--- config.mk ---
export PLATFORM = sky130hd
export DESIGN_NAME = nor_unit
export DESIGN_NICKNAME = d
export VERILOG_FILES = /design/src/rtl/nor_unit.sv
export SDC_FILE = /design/constraint.sdc
export NUM_CORES = 1
export LEC_CHECK = 0
export ABC_AREA = 1
export CAP_MARGIN = 10
export CORE_MARGIN = 1
export CORE_UTILIZATION = 30
export DETAILED_ROUTE_END_ITERATION = 16
export PLACE_DENSITY = 0.5
export SLEW_MARGIN = 25
export SYNTH_ARGS = -nofsm -noshare
export SYNTH_HDL_FRONTEND = slang
export SYNTH_SLANG_ARGS = --single-unit
--- constraint.sdc ---
create_clock -name clk -period 1.3 [get_ports clk]
set_clock_uncertainty 0.1 [all_clocks]
set_input_delay 0.26 -clock clk [delete_from_list [all_inputs] [get_ports clk]]
set_output_delay 0.26 -clock clk [all_outputs]
set_load 0.005 [all_outputs]
--- src/rtl/nor_unit.sv ---
// Registered WIDTH-bit logic unit: seven bitwise ops plus a multi-beat accumulating NOR.
// Optional `NOR_UNIT_REDUCE_EN adds a registered reduction-NOR of the result on z_red.
module nor_unit #(
  parameter int WIDTH = 8
) (
  input  logic             clk,
  input  logic             rst,
  input  logic             in_valid,
  output logic             in_ready,
  input  logic [2:0]       op,
  input  logic [WIDTH-1:0] a,
  input  logic [WIDTH-1:0] b,
  input  logic             last,
  output logic             out_valid,
  input  logic             out_ready,
  output logic [WIDTH-1:0] z,
  output logic             z_red,
  output logic             abort
);

  typedef enum logic {
    IDLE = 1'b0,
    ACC  = 1'b1
  } state_t;

  state_t           state_r, state_nxt_s;
  logic [WIDTH-1:0] acc_r, acc_nxt_s;
  logic [WIDTH-1:0] z_r, z_nxt_s;
  logic             out_valid_r, out_valid_nxt_s;
  logic             abort_r, abort_nxt_s;
  logic             load_s;
  logic             accept_s;

  function automatic logic [WIDTH-1:0] bit_op(input logic [2:0] sel,
                                               input logic [WIDTH-1:0] x,
                                               input logic [WIDTH-1:0] y);
    logic [WIDTH-1:0] r;
    case (sel)
      3'd0:    r = x & y;
      3'd1:    r = x | y;
      3'd2:    r = ~(x & y);
      3'd3:    r = ~(x | y);
      3'd4:    r = x ^ y;
      3'd5:    r = ~(x ^ y);
      3'd6:    r = ~x;
      default: r = ~(x | y);
    endcase
    return r;
  endfunction

  assign in_ready = ~out_valid_r | out_ready;
  assign accept_s = in_valid & in_ready;

  // Next-state, accumulator and result selection for one accepted beat
  always_comb begin
    state_nxt_s = state_r;
    acc_nxt_s   = acc_r;
    z_nxt_s     = z_r;
    load_s      = 1'b0;
    abort_nxt_s = 1'b0;
    if (accept_s) begin
      if (op == 3'd7) begin
        case (state_r)
          IDLE: begin
            if (last) begin
              z_nxt_s = ~(a | b);
              load_s  = 1'b1;
            end else begin
              acc_nxt_s   = a | b;
              state_nxt_s = ACC;
            end
          end
          ACC: begin
            if (last) begin
              z_nxt_s     = ~(acc_r | a | b);
              load_s      = 1'b1;
              acc_nxt_s   = {WIDTH{1'b0}};
              state_nxt_s = IDLE;
            end else begin
              acc_nxt_s = acc_r | a | b;
            end
          end
          default: begin
            acc_nxt_s   = {WIDTH{1'b0}};
            state_nxt_s = IDLE;
          end
        endcase
      end else begin
        z_nxt_s = bit_op(op, a, b);
        load_s  = 1'b1;
        // A plain op arriving mid-sequence abandons the partial accumulation
        if (state_r == ACC) begin
          abort_nxt_s = 1'b1;
          acc_nxt_s   = {WIDTH{1'b0}};
          state_nxt_s = IDLE;
        end else begin
          abort_nxt_s = 1'b0;
        end
      end
    end else begin
      state_nxt_s = state_r;
    end
  end

  // Output valid: a new load wins over a drain in the same cycle
  always_comb begin
    out_valid_nxt_s = out_valid_r;
    if (load_s) begin
      out_valid_nxt_s = 1'b1;
    end else if (out_valid_r & out_ready) begin
      out_valid_nxt_s = 1'b0;
    end else begin
      out_valid_nxt_s = out_valid_r;
    end
  end

  // State, accumulator and registered outputs
  always_ff @(posedge clk or posedge rst) begin
    if (rst) begin
      state_r     <= IDLE;
      acc_r       <= {WIDTH{1'b0}};
      z_r         <= {WIDTH{1'b0}};
      out_valid_r <= 1'b0;
      abort_r     <= 1'b0;
    end else begin
      state_r     <= state_nxt_s;
      acc_r       <= acc_nxt_s;
      z_r         <= z_nxt_s;
      out_valid_r <= out_valid_nxt_s;
      abort_r     <= abort_nxt_s;
    end
  end

`ifdef NOR_UNIT_REDUCE_EN
  function automatic logic nor_reduce(input logic [WIDTH-1:0] v);
    return ~|v;
  endfunction

  logic z_red_r;

  // Reduction NOR captured together with each new result
  always_ff @(posedge clk or posedge rst) begin
    if (rst) begin
      z_red_r <= 1'b0;
    end else if (load_s) begin
      z_red_r <= nor_reduce(z_nxt_s);
    end else begin
      z_red_r <= z_red_r;
    end
  end

  assign z_red = z_red_r;
`else
  assign z_red = 1'b0;
`endif

  assign z         = z_r;
  assign out_valid = out_valid_r;
  assign abort     = abort_r;

endmodule

==> results of run 1 <==
report_power, final:
part	internal, W	leakage, nW	switching [W]
Sequential	0.000685	0.245	0.0000545
Clock	0.000218	0.0228	0.000212
Combinational	0.000407	1.26	0.000419
state kept, by name, indices dropped and copies added, names as in the netlist:
name	flops
out_valid	1
z	8
abort	1
acc_r	8
state_r	1
cell type report:
type,instances,area [um2]
sequential,19,477
clock buffer,4,45.0
fill,600,2780
inverter,35,141
tap,72,90.1
timing repair buffer,92,767
multi-input combinational,214,1310
through the flow:
step | utilization [%] | instances | cell area [um2] | setup WS [ns]
3_5_place_dp | 45.9 | 422 | 2580 | -0.608
4_1_cts | 49.0 | 432 | 2750 | -0.0160
6_report | 50.5 | 436 | 2830 | -0.00141
2_1_floorplan | - | 269 | 1780 | 0.00731
3_3_place_gp | 45.9 | 422 | 2580 | -0.606
5_1_grt | 50.5 | 436 | 2830 | -0.0828
kinds of logic (layout without fill, tap and decap cells):
kind of cell             Yosys count  in the layout
flip-flops                        19             19
adder cells (fa/ha/maj)           16             16
buffers and inverters             39            131
AND/OR/NAND/NOR                  160            163
AO/OA/AOI/OAI                     34             34
other                              1              1
timing repair:
action	CTS	global route
pin swaps	23	17
buffers inserted	3	4
setup endpoints to repair	30	18
resized for setup	73	29
cloned	3	0
placed cells by master, fill, tap and decap left out, drive strengths merged:
master	Yosys	routed
inv	35	35
conb	1	1
nand2	80	82
nor3	11	11
clkdlybuf4s50	0	1
buf	4	62
clkdlybuf4s15	0	6
o22ai	5	5
a21oi	8	8
o21ai	21	21
dfrtp	19	19
dlygate4sd2	0	23
nor2	41	42
ha	16	16
nand3	28	28
clkbuf	0	4
critical path, delay by kind of cell (launching register included):
kind             cells  cell delay [ns]
flip-flops           1             0.38
AO/OA/AOI/OAI        1             0.11
AND/OR/NAND/NOR      6             0.66
routing by layer:
layer / global-route usage (%) / wire length [um] / share of wire [%] / up-vias
met1: 28.2 / 2800 / 47 / 938
met2: 34.3 / 2760 / 47 / 58
met5: 0 / 0 / 0 / -
met3: 2.99 / 313 / 5.3 / 4
li1: - / - / - / 1063
met4: 3.64 / 42 / 0.71 / 0
worst paths after layout:
path,from,endpoint,slack [ns],depth (start not counted)
worst max-delay path,out_valid,z[7],-0.001,7
worst min-delay path,rst,out_valid,0.22,3
worst max register to register,out_valid,z[7],-0.001,7
worst min register to register,z[1],z[1],0.37,2
max in group asynchronous,rst,state_r,0.73,3
min in group clk,z[1],z[1],0.37,2
==> qor.csv, run 1 <==
stage,metric,value,unit
outcome,status,finished with violations,
outcome,failing checks,negative setup slack,
floorplanning,Core Area,5610,um2
sta,final setup violation count,1,
logic_synthesis,Async SR Flop Fraction,100,%
layout,layout cells sized above 1,31.3,%
logic_synthesis,largest family of logic cells by synthesized area,simple AND/OR/NAND/NOR gates,
power,maximum VDD drop,0.464,mV
routing,via count,2063,
sta,RSZ-0062 raised after global routing,yes,
floorplanning,Core Rows,27,
routing,# DRC,0,
logic_synthesis,"EDFF count, synth",0,
placement,IO buf count,34,
critical_path,"most used cell, CP",nand2_1,
placement,post-detail-place hpwl,4090,um
critical_path,"slowest stage delay, CP",0.38,ns
layout,P&R area growth vs syn,58.9,%
flow_run,Max Cap Violations,0,
logic_synthesis,Netlist Area Pre-Place,1780,um2
logic_synthesis,synth warn,0,
clock_network,cts-stage hold buffer count,0,
sta,crit share post-route,100,%
logic_synthesis,complex-gate fraction of the synthesized area,10.3,%
clock_network,Inserted Clock Buffers,3,
global_routing,first-pass GRT wire length,9900,um
critical_path,crit start category,flop,
floorplanning,die height,79.1,um
clock_network,clock network latency to the later pin of the worst-skew pair,0.26,ns
placement,GPL Wtd Cong,0.827,
critical_path,slowest cell on the critical path,dfrtp_1,
sta,worst hold slack,0.223,ns
critical_path,worst-path fanout max,5,
logic_synthesis,Post-synth top cells,"nand2_1, nor2_1, inv_1",
logic_synthesis,simple-gate share of the synthesized area,42.1,%
logic_synthesis,post-synthesis mux area share,0,%
logic_synthesis,synth top area cells,"dfrtp_1, nand2_1, ha_1",
logic_synthesis,prevailing post-synth register cell,dfrtp_1,
clock_network,H-tree levels,1,
routing,final WL,5920,um
clock_network,CTS tree,built,
logic_synthesis,Syn Inst Count,269,
floorplanning,die area,6250,um2
critical_path,Setup CP Type,reg2reg,
logic_synthesis,top cell type's share of synthesized area,26.7,%
power,Design Power,0.00200,W
logic_synthesis,Post-Synth XOR/XNOR Area,0,%
floorplanning,initial cell density of the core,31.8,%
logic_synthesis,#FFs+latches synth,19,
global_routing,vias in the first global route,2036,
logic_synthesis,cell taking the most area after synthesis,dfrtp_1,
sta,Setup TNS,-0.00141,ns
routing,ANT nets after route,0,
logic_synthesis,register area share after synthesis,26.7,%
clock_network,"Clk pin slew, worst setup/hold paths",0.08,ns
sta,minimum clock period,1.30,ns
floorplanning,die width,79.1,um
sta,Worst Slack Setup Final,-0.00141,ns
critical_path,cell-by-cell trace of the critical path,nand2_2 > nand2_4 > nor2_4 > o21ai_1 > nor2_1 > nand2_1 > nand2_1,
sta,Final Hold Fails,0,
logic_synthesis,Unique masters post-synth,26,
routing,wire per inst,13.6,um
power,Cell Pwr Density,705,nW/um2
layout,Nets,405,
critical_path,Critical Path RT,1.40,ns
critical_path,Critical Path AT,1.41,ns
global_routing,grt ovf,0,
global_routing,Total Routing Usage GR,20.5,%
sta,final max-slew violation count,0,
critical_path,CP Capture Type,flop,
logic_synthesis,Synthesized Nets,309,
routing,TritonRoute pass-1 iters,4,
clock_network,Clock Sinks,19,
clock_network,clock root cell,clkbuf_8,
power,Leakage,1.53,nW
sta,fmax,0.768,GHz
layout,antenna cells,0,
global_routing,largest net degree at the start of global routing,20,
floorplanning,I/O pins,36,
routing,First DRT Iteration DRCs,106,
hold_path,Worst Hold Class,in2async,
logic_synthesis,cell with the most instances after synthesis,nand2_1,
global_routing,initial antenna violation count,0,
logic_synthesis,adder-cell share of the synthesized area,11.2,%
routing,vias per cell,4.73,
clock_network,CTS max path bufs,2,
logic_synthesis,Mean Syn Cell Area,6.62,um2
Power figures use the tool's default switching activity.
==> run 2, diff against run 1 <==
ABC_CLOCK_PERIOD_IN_PS = 1300   (was not set)
PLACE_DENSITY = 0.61   (was 0.5)
==> qor.csv, run 2 (same netlist as run 1, synthesis figures left out) <==
stage,metric,value,unit
clock_network,CTS max path bufs,2,
routing,ANT nets after route,0,
critical_path,slowest cell on the critical path,dfrtp_1,
clock_network,Clock Sinks,19,
critical_path,CP Capture Type,flop,
layout,"non-filler cells, final",422,
sta,Worst Slack Setup Final,-0.0731,ns
placement,GPL Wtd Cong,0.838,
sta,crit share post-route,106,%
critical_path,Worst path depth,9,
flow_run,Max Cap Violations,0,
power,Design Power,0.00200,W
clock_network,CTS tree,built,
sta,final max-slew violation count,0,
clock_network,cts-stage hold buffer count,0,
critical_path,Critical Path AT,1.43,ns
global_routing,Total Routing Usage GR,19.1,%
critical_path,Critical Path RT,1.36,ns
floorplanning,Core Area,5610,um2
floorplanning,I/O pins,36,
placement,DP Cell Count,411,
routing,vias per cell,4.93,
outcome,failing checks,negative setup slack,
global_routing,first-pass GRT wire length,9210,um
global_routing,largest net degree at the start of global routing,20,
critical_path,Buf/Inv on CP,3,
global_routing,initial antenna violation count,0,
layout,antenna cells,0,
placement,dpl cell area,2490,um2
critical_path,crit start category,flop,
global_routing,grt ovf,0,
outcome,status,finished with violations,
routing,wire per inst,13.1,um
power,maximum VDD drop,0.357,mV
floorplanning,Core Rows,27,
sta,minimum clock period,1.37,ns
clock_network,"Clk pin slew, worst setup/hold paths",0.08,ns
critical_path,"slowest stage delay, CP",0.36,ns
floorplanning,die height,79.1,um
power,Cell Pwr Density,707,nW/um2
critical_path,Setup CP Type,reg2reg,
clock_network,clock root cell,clkbuf_8,
sta,fmax,0.728,GHz
clock_network,Inserted Clock Buffers,3,
routing,TritonRoute pass-1 iters,4,
routing,via count,2080,
hold_path,Worst Hold Class,in2async,
power,Leakage,1.55,nW
sta,RSZ-0062 raised after global routing,yes,
routing,# DRC,0,
floorplanning,die area,6250,um2
layout,Nets,391,
floorplanning,die width,79.1,um
placement,post-detail-place hpwl,3830,um
sta,final setup violation count,16,
layout,Filler cells,569,
layout,layout cells sized above 1,31.7,%
critical_path,cell-by-cell trace of the critical path,nand2_2 > nand2_4 > buf_12 > clkinv_8 > buf_8 > nand2_8 > nand2_8 > nand3_1 > nand2_1,
clock_network,clock network latency to the later pin of the worst-skew pair,0.26,ns
critical_path,Top delay family on crit path,simple AND/OR/NAND/NOR gates,
critical_path,cells on worst reg2reg path,9,
global_routing,vias in the first global route,1961,
clock_network,H-tree levels,1,
critical_path,"most used cell, CP",nand2_8,
layout,P&R area growth vs syn,58.8,%
routing,final WL,5540,um
sta,Final Hold Fails,0,
floorplanning,initial cell density of the core,31.8,%
placement,IO buf count,34,
layout,final instance area,2830,um2
layout,"commonest non-fill, non-tap cells in the layout","nand2_1, buf_4, nor2_1",
layout,"leading cell type in the layout, fill and taps excluded",nand2_1,
placement,pre-CTS WS,-0.608,ns
critical_path,worst-path fanout max,5,
routing,First DRT Iteration DRCs,96,
sta,worst hold slack,0.235,ns
run 2: metal layers:
layer  share of wire [%]  vias to the layer above  global-route usage [%]
met5                   0                        -                       0
met4                 2.0                        0                    6.73
met3                 7.8                       13                    3.68
met2                  47                       78                    31.6
met1                  43                      959                    24.8
li1                    -                     1030                       -
run 2: final timing paths:
kind,from,endpoint,slack [ns]
setup / recovery,out_valid,acc_r[1],-0.07
setup reg to reg,out_valid,acc_r[1],-0.07
hold / removal,rst,acc_r[1],0.23
hold reg to reg,z[2],z[2],0.38
min in group clk,z[2],z[2],0.38
max in group asynchronous,rst,state_r,0.73
run 2: power by group:
part | internal [W] | total, W | leakage (nW) | switching [W]
registers | 0.000684 | 0.000736 | 0.245 | 0.0000521
clock network | 0.000219 | 0.000446 | 0.0228 | 0.000227
logic | 0.000401 | 0.000819 | 1.28 | 0.000419
run 2: through the flow:
stage / util [%] / setup TNS [ns]
after CTS: 47.5 / -2.48
final: 50.5 / -0.773
after global placement: 44.5 / -10.67
after detailed placement: 44.5 / -11.02
after global routing: 50.5 / -1.71
after floorplan: - / 0
run 2: area by class of cell:
class	count	area, um2	area share [%]
Clock buffer	4	45.0	1.59
Timing Repair Buffer	78	714	25.2
Sequential cell	19	477	16.8
Tap cell	72	90.1	3.18
Multi-Input combinational cell	214	1350	47.7
Inverter	35	154	5.44
run 2: what timing repair did:
| item | CTS | global route |
|---|---|---|
| pin swaps | 11 | 22 |
| endpoints found under the hold margin | 0 | 0 |
| setup endpoints to repair | 30 | 26 |
| cloned | 3 | 0 |
| setup buffers | 1 | 3 |
| gates resized for setup | 49 | 58 |
run 2: tightest hold or removal path: stages:
cell,delay (ns)
clkdlybuf4s50_1,0.41
inv_1,0.10
buf_12,0.17
==> run 3, diff against run 2 <==
RECOVER_POWER = 50   (was not set)
==> qor.csv, run 3 (same netlist as run 1, synthesis figures left out) <==
stage,metric,value,unit
layout,antenna cells,0,
clock_network,Inserted Clock Buffers,3,
layout,Nets,391,
critical_path,worst-path fanout max,5,
floorplanning,Core Rows,27,
global_routing,Total Routing Usage GR,19.1,%
global_routing,vias in the first global route,1961,
sta,Worst Slack Setup Final,-0.0691,ns
layout,layout cells sized above 1,31.7,%
routing,final WL,5570,um
critical_path,Top delay family on crit path,simple AND/OR/NAND/NOR gates,
power,Cell Pwr Density,709,nW/um2
critical_path,"most used cell, CP",nand2_8,
global_routing,largest net degree at the start of global routing,20,
placement,post-detail-place hpwl,3830,um
sta,fmax,0.730,GHz
power,maximum VDD drop,0.358,mV
routing,TritonRoute pass-1 iters,4,
critical_path,Buf/Inv on CP,3,
routing,First DRT Iteration DRCs,86,
routing,# DRC,0,
layout,"non-filler cells, final",422,
clock_network,CTS max path bufs,2,
floorplanning,die area,6250,um2
critical_path,cell-by-cell trace of the critical path,nand2_2 > nand2_4 > buf_12 > clkinv_8 > buf_8 > nand2_8 > nand2_8 > nand3_1 > nand2_1,
layout,Filler cells,571,
floorplanning,initial cell density of the core,31.8,%
clock_network,cts-stage hold buffer count,0,
critical_path,crit start category,flop,
placement,GPL Wtd Cong,0.838,
sta,Final Hold Fails,0,
power,Leakage,1.55,nW
flow_run,Max Cap Violations,0,
clock_network,"Clk pin slew, worst setup/hold paths",0.08,ns
floorplanning,Core Area,5610,um2
sta,minimum clock period,1.37,ns
critical_path,"slowest stage delay, CP",0.36,ns
layout,final instance area,2820,um2
placement,DP Cell Count,411,
clock_network,Clock Sinks,19,
routing,via count,2076,
critical_path,slowest cell on the critical path,dfrtp_1,
hold_path,Worst Hold Class,reg2reg,
floorplanning,die width,79.1,um
routing,ANT nets after route,0,
outcome,failing checks,negative setup slack,
global_routing,grt ovf,0,
global_routing,first-pass GRT wire length,9210,um
critical_path,CP Capture Type,flop,
routing,vias per cell,4.92,
sta,final max-slew violation count,0,
global_routing,initial antenna violation count,0,
floorplanning,die height,79.1,um
routing,wire per inst,13.2,um
critical_path,Critical Path RT,1.36,ns
floorplanning,I/O pins,36,
outcome,status,finished with violations,
clock_network,H-tree levels,1,
sta,Worst Max-Slew Pin Slew,0.504,ns
layout,"commonest non-fill, non-tap cells in the layout","nand2_1, buf_4, nor2_1",
sta,RSZ-0062 raised after global routing,yes,
sta,final setup violation count,16,
placement,IO buf count,34,
clock_network,CTS tree,built,
layout,"leading cell type in the layout, fill and taps excluded",nand2_1,
clock_network,clock network latency to the later pin of the worst-skew pair,0.26,ns
clock_network,clock root cell,clkbuf_8,
sta,crit share post-route,105,%
layout,Post-Route Utilization,50.2,%
critical_path,Setup CP Type,reg2reg,
critical_path,Critical Path AT,1.43,ns
sta,Slew HR,66.4,%
placement,dpl cell area,2490,um2
layout,P&R area growth vs syn,58.0,%
[run 3: cell count changes in the layout (fill, tap and decap cells not counted), sizes merged]
| cell | delta |
|---|---|
| buf | -1 |
| clkbuf | +1 |
| clkdlybuf4s50 | -1 |
| dlygate4sd3 | +1 |
[run 3: stage by stage]
step | setup TNS, ns | hold WS, ns | setup slack (ns) | power [W]
2_1_floorplan | 0 | 0.111 | 0.00731 | 0.00109
3_3_place_gp | -10.67 | 0.370 | -0.590 | 0.00148
3_5_place_dp | -11.02 | 0.372 | -0.608 | 0.00149
4_1_cts | -2.48 | 0.231 | -0.176 | 0.00194
5_1_grt | -1.71 | 0.407 | -0.144 | 0.00213
6_report | -0.773 | 0.382 | -0.0691 | 0.00200
[run 3: worst reg2reg max path: stages (launching register included)]
cell and delay (ns):
dfrtp_1 0.36, nand2_2 0.08, nand2_4 0.09, buf_12 0.11, clkinv_8 0.04, buf_8 0.12, nand2_8 0.12, nand2_8 0.08
nand3_1 0.09, nand2_1 0.05
[run 3: routing by layer]
| layer | up-vias | routed length [um] | track usage (%) |
|---|---|---|---|
| li1 | 1029 | - | - |
| met1 | 958 | 2390 | 24.8 |
| met2 | 76 | 2580 | 31.6 |
| met3 | 13 | 483 | 3.68 |
| met4 | 0 | 123 | 6.73 |
| met5 | - | 0 | 0 |
[run 3: final timing paths]
check,startpoint,to,slack (ns),cells past startpoint
max,out_valid,acc_r[1],-0.07,9
min,z[2],z[2],0.38,2
max reg2reg,out_valid,acc_r[1],-0.07,9
min reg2reg,z[2],z[2],0.38,2
max in group asynchronous,rst,state_r,0.27,3
min in group asynchronous,rst,abort,0.47,3
[run 3: report_power, final]
group          total, W  switching [W]  internal (W)
sequential     0.000737      0.0000525      0.000684
clock          0.000446       0.000227      0.000219
combinational  0.000813       0.000418      0.000395
[run 3: area by class of cell]
cell class | instances | area (um2) | area share (%)
multi-input combinational | 214 | 1350 | 48.0
timing repair buffer | 78 | 699 | 24.8
sequential | 19 | 477 | 16.9
inverter | 35 | 154 | 5.47
tap | 72 | 90.1 | 3.20
clock buffer | 4 | 45.0 | 1.60
[run 3: timing repair]
item	in CTS	in global routing
endpoints found under the setup margin	30	26
gates resized for setup	49	58
pin swaps	11	22
cloned	3	0
endpoints found under the hold margin	0	0
buffers inserted	1	3
